**src/rtl/btb_pkg.sv**
```systemverilog
// Shared definitions for the parametrised branch target buffer: flush FSM
// state encoding and elaboration-time helpers for index and counter sizing.
package btb_pkg;

    typedef enum logic {
        IDLE  = 1'b0,
        FLUSH = 1'b1
    } state_t;

    // Ceiling log2; ENTRIES is a power of two, so this is the exact index width.
    function automatic int clog2(input int n);
        int r;
        r = 0;
        while ((1 << r) < n) begin
            r = r + 1;
        end
        return r;
    endfunction

    function automatic int ctr_weak_taken(input int ctr_w);
        return 1 << (ctr_w - 1);
    endfunction

endpackage

```
**src/rtl/btb_param_sat_counter.sv**
```systemverilog
// Next-value logic for the per-entry direction counter: saturating
// increment on taken, saturating decrement on not-taken.
module sat_counter #(
    parameter int W = 2
) (
    input  logic [W-1:0] i_cur,
    input  logic         i_up,
    output logic [W-1:0] o_next
);

    localparam logic [W-1:0] CTR_MAX = '1;
    localparam logic [W-1:0] CTR_MIN = '0;

    always_comb begin
        o_next = i_cur;
        if (i_up) begin
            if (i_cur != CTR_MAX) begin
                o_next = i_cur + W'(1);
            end
        end else begin
            if (i_cur != CTR_MIN) begin
                o_next = i_cur - W'(1);
            end
        end
    end

endmodule

```
**src/rtl/btb_param.sv**
```systemverilog
// Direct-mapped BTB with saturating direction counters and a one-entry-per-
// cycle flush FSM. Optional hit/mispredict statistics under `BTB_STATS_EN.
module btb_param
    import btb_pkg::*;
#(
    parameter int ENTRIES  = 16,
    parameter int ADDR_W   = 32,
    parameter int CTR_W    = 2,
    parameter int INIT_CTR = 1
) (
    input  logic              Clk,
    input  logic              Rst,
    input  logic [ADDR_W-1:0] LookupPC,
    output logic              PredHit,
    output logic              PredTaken,
    output logic [ADDR_W-1:0] PredTarget,
    input  logic              UpdValid,
    input  logic [ADDR_W-1:0] UpdPC,
    input  logic              UpdTaken,
    input  logic [ADDR_W-1:0] UpdTarget,
    input  logic              FlushReq,
`ifdef BTB_STATS_EN
    input  logic              UpdMispredict,
    output logic [31:0]       HitCount,
    output logic [31:0]       MispredCount,
`endif
    output logic              Busy,
    output state_t            DbgState
);

    localparam int IDX_W = clog2(ENTRIES);
    localparam int TAG_W = ADDR_W - IDX_W - 2;
    localparam logic [CTR_W-1:0] CTR_INIT = CTR_W'(INIT_CTR);
    localparam logic [CTR_W-1:0] CTR_WT   = CTR_W'(ctr_weak_taken(CTR_W));
    localparam logic [IDX_W-1:0] CNT_LAST = IDX_W'(ENTRIES - 1);

    // Entry storage
    logic              r_valid  [ENTRIES];
    logic [TAG_W-1:0]  r_tag    [ENTRIES];
    logic [ADDR_W-1:0] r_target [ENTRIES];
    logic [CTR_W-1:0]  r_ctr    [ENTRIES];

    // Flush FSM
    state_t            r_state;
    state_t            w_next_state;
    logic [IDX_W-1:0]  r_cnt;
    logic [IDX_W-1:0]  w_next_cnt;
    logic              r_busy;

    // Lookup path
    logic [IDX_W-1:0]  w_lk_idx;
    logic [TAG_W-1:0]  w_lk_tag;
    logic              w_lk_hit;
    logic              w_lk_taken;

    // Update path
    logic [IDX_W-1:0]  w_up_idx;
    logic [TAG_W-1:0]  w_up_tag;
    logic              w_up_hit;
    logic              w_up_accept;
    logic [CTR_W-1:0]  w_ctr_next;
    logic              w_flush_clear;

    // Instruction PCs are word aligned; the byte-offset bits carry no information.
    logic              w_unused_pc_lsbs;
    assign w_unused_pc_lsbs = ^{LookupPC[1:0], UpdPC[1:0]};

    assign w_lk_idx   = LookupPC[IDX_W+1:2];
    assign w_lk_tag   = LookupPC[ADDR_W-1:IDX_W+2];
    assign w_lk_hit   = r_valid[w_lk_idx] && (r_tag[w_lk_idx] == w_lk_tag) && !r_busy;
    assign w_lk_taken = w_lk_hit && r_ctr[w_lk_idx][CTR_W-1];

    assign PredHit    = w_lk_hit;
    assign PredTaken  = w_lk_taken;
    assign PredTarget = w_lk_taken ? r_target[w_lk_idx] : (LookupPC + ADDR_W'(4));

    // UpdValid is a fire-and-forget strobe with no ready: an update is taken
    // only in IDLE without a concurrent FlushReq, otherwise it is lost.
    assign w_up_idx    = UpdPC[IDX_W+1:2];
    assign w_up_tag    = UpdPC[ADDR_W-1:IDX_W+2];
    assign w_up_hit    = r_valid[w_up_idx] && (r_tag[w_up_idx] == w_up_tag);
    assign w_up_accept = UpdValid && (r_state == IDLE) && !FlushReq;

    assign w_flush_clear = (r_state == FLUSH);

    sat_counter #(
        .W (CTR_W)
    ) u_sat_counter (
        .i_cur  (r_ctr[w_up_idx]),
        .i_up   (UpdTaken),
        .o_next (w_ctr_next)
    );

    always_comb begin
        w_next_state = r_state;
        w_next_cnt   = r_cnt;
        case (r_state)
            IDLE: begin
                if (FlushReq) begin
                    w_next_state = FLUSH;
                    w_next_cnt   = '0;
                end
            end
            FLUSH: begin
                if (FlushReq) begin
                    w_next_cnt = '0;
                end else if (r_cnt == CNT_LAST) begin
                    w_next_state = IDLE;
                    w_next_cnt   = '0;
                end else begin
                    w_next_cnt = r_cnt + IDX_W'(1);
                end
            end
            default: begin
                w_next_state = IDLE;
                w_next_cnt   = '0;
            end
        endcase
    end

    always_ff @(posedge Clk or negedge Rst) begin
        if (!Rst) begin
            r_state <= IDLE;
            r_cnt   <= '0;
            r_busy  <= 1'b0;
        end else begin
            r_state <= w_next_state;
            r_cnt   <= w_next_cnt;
            r_busy  <= (w_next_state == FLUSH);
        end
    end

    // Flush clears win over updates; updates are already blocked outside IDLE.
    always_ff @(posedge Clk or negedge Rst) begin
        if (!Rst) begin
            for (int i = 0; i < ENTRIES; i++) begin
                r_valid[i]  <= 1'b0;
                r_tag[i]    <= '0;
                r_target[i] <= '0;
                r_ctr[i]    <= CTR_INIT;
            end
        end else if (w_flush_clear) begin
            r_valid[r_cnt] <= 1'b0;
            r_ctr[r_cnt]   <= CTR_INIT;
        end else if (w_up_accept) begin
            if (w_up_hit) begin
                r_ctr[w_up_idx] <= w_ctr_next;
                if (UpdTaken) begin
                    r_target[w_up_idx] <= UpdTarget;
                end
            end else if (UpdTaken) begin
                r_valid[w_up_idx]  <= 1'b1;
                r_tag[w_up_idx]    <= w_up_tag;
                r_target[w_up_idx] <= UpdTarget;
                r_ctr[w_up_idx]    <= CTR_WT;
            end
        end
    end

`ifdef BTB_STATS_EN
    logic [31:0] r_hit_count;
    logic [31:0] r_mispred_count;

    always_ff @(posedge Clk or negedge Rst) begin
        if (!Rst) begin
            r_hit_count     <= '0;
            r_mispred_count <= '0;
        end else begin
            if (w_lk_hit) begin
                r_hit_count <= r_hit_count + 32'd1;
            end
            if (w_up_accept && UpdMispredict) begin
                r_mispred_count <= r_mispred_count + 32'd1;
            end
        end
    end

    assign HitCount     = r_hit_count;
    assign MispredCount = r_mispred_count;
`endif

    assign Busy     = r_busy;
    assign DbgState = r_state;

endmodule

```
**config.mk**
```make
export PLATFORM = sky130hd
export DESIGN_NAME = btb_param
export DESIGN_NICKNAME = d
export VERILOG_FILES = /design/src/rtl/btb_pkg.sv /design/src/rtl/btb_param_sat_counter.sv /design/src/rtl/btb_param.sv
export SDC_FILE = /design/constraint.sdc
export NUM_CORES = 2
export LEC_CHECK = 0
export CAP_MARGIN = 20
export CORE_MARGIN = 5
export CORE_UTILIZATION = 30
export DETAILED_ROUTE_END_ITERATION = 10
export PLACE_DENSITY = 0.49
export REMOVE_ABC_BUFFERS = 1
export SLEW_MARGIN = 20
export SYNTH_ARGS = -nofsm -noshare
export SYNTH_HDL_FRONTEND = slang
export SYNTH_SLANG_ARGS = --single-unit
```
**constraint.sdc**
```tcl
create_clock -name Clk -period 5.48 [get_ports Clk]
set_input_delay 0.548 -clock Clk [delete_from_list [all_inputs] [get_ports Clk]]
set_output_delay 0.548 -clock Clk [all_outputs]
set_load 0.02 [all_outputs]
```
==> flow_summary.json <==
{
  "fin_skew_ps": 57.90,
  "min_path_type": "in2async",
  "grtUsageTotal_pct": 17.75,
  "die_h_um": 421.4,
  "r2r_setup_slack_ps": 1480,
  "routed_via_density": 5.256,
  "period_needed_ps": 5232,
  "root_buffer": "clkbuf_16",
  "wl_per_cell_um": 28.04,
  "clkTransAtPathRegs_ps": 60,
  "h-tree-depth": 3,
  "grt_pass1_vias": 31420,
  "critPathMaxFanout": 28,
  "synth.top_cell.area_share_pct": 47.56,
  "cp-end-kind": "primary output",
  "antenna_found_initial": 16,
  "tightest_slew_ps": 1117,
  "drtAntennaViolNets": 0,
  "synthArstFlopShare_pct": 100.0,
  "ir_worst_vdd_mv": 0.2444,
  "placedCellCount": 5465,
  "cts_buffer_depth": 3,
  "synthFlopType": "dfrtp_1",
  "synthTopCellsByCount": "dfrtp_1 (965), mux2_2 (702), mux4_2 (404)",
  "holdWs_ps": 465.6,
  "drt_iter0_markers": 2100,
  "finalWorstSetupSlack_ps": 248.5,
  "place_ws_ps": 71.04,
  "numClockSinks": 981,
  "synth_seq_area_share_pct": 48.38,
  "nets": 3466,
  "cts_buffers": 110,
  "synth.most_common_cell": "dfrtp_1",
  "dpl_cell_area_um2": 55300,
  "synth_edf_count": 0,
  "yosysTopAreaCell": "dfrtp_1",
  "syn_inst": 3250,
  "core_um2": 168900,
  "worst-endpoint-arrival_ps": 4680,
  "final_cells": 5676,
  "final_area_um2": 59310,
  "power.leakage_nw": 27.12,
  "start_util_pct": 30.06,
  "synth_seq_cells": 981,
  "worst-setup-path-type": "in2out",
  "finalCritPeriodShare_pct": 95.47,
  "die-area_um2": 177600,
  "vias": 29830,
  "post-dp-hpwl_mm": 96.57,
  "rows": 151,
  "slew_headroom_pct": 25.40,
  "powerDensity_nw_per_um2": 278.9,
  "synth_cell_types": 71,
  "drv_cap": 0,
  "gp_congestion": 0.7690,
  "drive_gt1_share_pct": 48.28,
  "cts_tree": "yes",
  "grt_setup_unrepaired": "false",
  "setup-violations-final": 0,
  "drc": 0,
  "io_pins": 137,
  "fmax_ghz": 0.1911,
  "first_pass_iters": 5,
  "avgSynthCellArea_um2": 15.62,
  "hold_viol": 0,
  "start_kind": "primary input",
  "netlist_top_cells_area": "dfrtp_1 (48%), mux4_2 (18%), mux2_2 (16%)",
  "wirelength_mm": 159.2,
  "syn_to_final_growth_pct": 16.80,
  "syn_area_um2": 50780,
  "die_x_um": 421.4,
  "ys.warnings.count": 0,
  "cp.required_ps": 4930,
  "status": "finished, final reports clean",
  "grt-ovfl-total": 0,
  "grt_first_pass_wirelength_mm": 233.6,
  "setup-tns-final_ps": 0,
  "maxSlewViolCount": 0,
  "grt_max_degree": 161,
  "port_buffers": 134,
  "clk_latency_ps": 750,
  "post_cts_buffers": 0
}
==> final cells by class <==
class,count,area (um^2)
multi-input combinational,1965,24860
antenna,5,12.51
tap,2218,2775
timing repair buffer,291,3098
inverter,11,41.29
fill,16210,109600
clock buffer,155,3232
sequential,981,24570
clock inverter,50,721.9
==> routing by layer <==
layer	global-route usage (%)	part of all wire (%)	vias to the layer above
li1	-	-	12640
met1	24.14	44	16380
met4	5.817	3.2	6
met3	2.161	3.5	209
met5	0	0.021	-
met2	29.64	49	592
==> registers in the layout, summed over array words and instances (netlist names) <==
signal and flops:
Busy 1, r_cnt 4, r_ctr 32, r_tag 416, r_target 512, r_valid 16
==> placed cells by master, fill, tap and decap left out, drive strengths merged, types with 15 or more instances in the layout <==
cell type and instances:
mux2 972, dfrtp 965, mux4 404, buf 169, clkbuf 155, clkdlybuf4s50 117
nand2 74, nor2 58, mux2i 56, xnor2 55, a22oi 33, clkinv 32
a21oi 28, xor2 25, nand3 24, a21o 22, nor3 19, nand3b 18
nor3b 17, dfstp 16, and3 15
==> cell families (layout without fill, tap and decap cells) <==
family / count (synthesis) / in the layout / share of synthesized area (%)
flip-flops: 981 / 981 / 48.38
AND/OR/NAND/NOR: 304 / 304 / 3.287
other: 0 / 5 / 0
multiplexers: 1432 / 1432 / 41.56
buffers and inverters: 304 / 507 / 2.947
AO/OA/AOI/OAI: 142 / 142 / 2.279
adder cells (fa/ha/maj): 7 / 7 / 0.1626
XOR/XNOR: 80 / 80 / 1.380
==> stage by stage <==
step / total power (W) / utilization, %
6_report: 0.01654 / 35.11
5_1_grt: 0.01715 / 35.11
4_1_cts: 0.01679 / 35.09
3_5_place_dp: 0.008724 / 32.74
3_3_place_gp: 0.008721 / 32.74
2_1_floorplan: 0.007904 / -
==> worst max-delay path, stage by stage <==
cell and delay, ps:
buf_8 160, buf_12 270, mux4_2 540, mux4_2 580
xnor2_1 230, nand4_1 180, nor4_2 340, nor4b_4 250
buf_4 160, and2_2 240, buf_12 220, mux2_2 360
clkdlybuf4s50_1 540
==> where the power goes <==
| part | internal (W) | total [W] | switching [W] | leakage, nW |
|---|---|---|---|---|
| Sequential | 0.00732 | 0.00738 | 0.0000552 | 13.6 |
| Combinational | 0.000452 | 0.00119 | 0.000738 | 11.6 |
| Clock | 0.00470 | 0.00797 | 0.00327 | 1.94 |
==> timing repair <==
| action | CTS | global route |
|---|---|---|
| endpoints found under the hold margin | 52 | 0 |
| resized for setup | 6 | 3 |
| hold buffers | 1 | 0 |
| setup endpoints to repair | 29 | 25 |
| pin swaps | 0 | 2 |
==> path summary, 6_finish.rpt <==
kind / from / endpoint / cells after the start
max in group asynchronous: Rst / r_target[314]$_DFFE_PN0P_ / 3
min reg2reg: r_valid[1]$_DFFE_PN0P_ / r_valid[1]$_DFFE_PN0P_ / 1
min: Rst / r_tag[277]$_DFFE_PN0P_ / 2
min in group Clk: r_valid[1]$_DFFE_PN0P_ / r_valid[1]$_DFFE_PN0P_ / 1
max: LookupPC[2] / PredTarget[15] / 13
max reg2reg: r_tag[25]$_DFFE_PN0P_ / r_tag[89]$_DFFE_PN0P_ / 11
(Power assumes the default switching activity.)
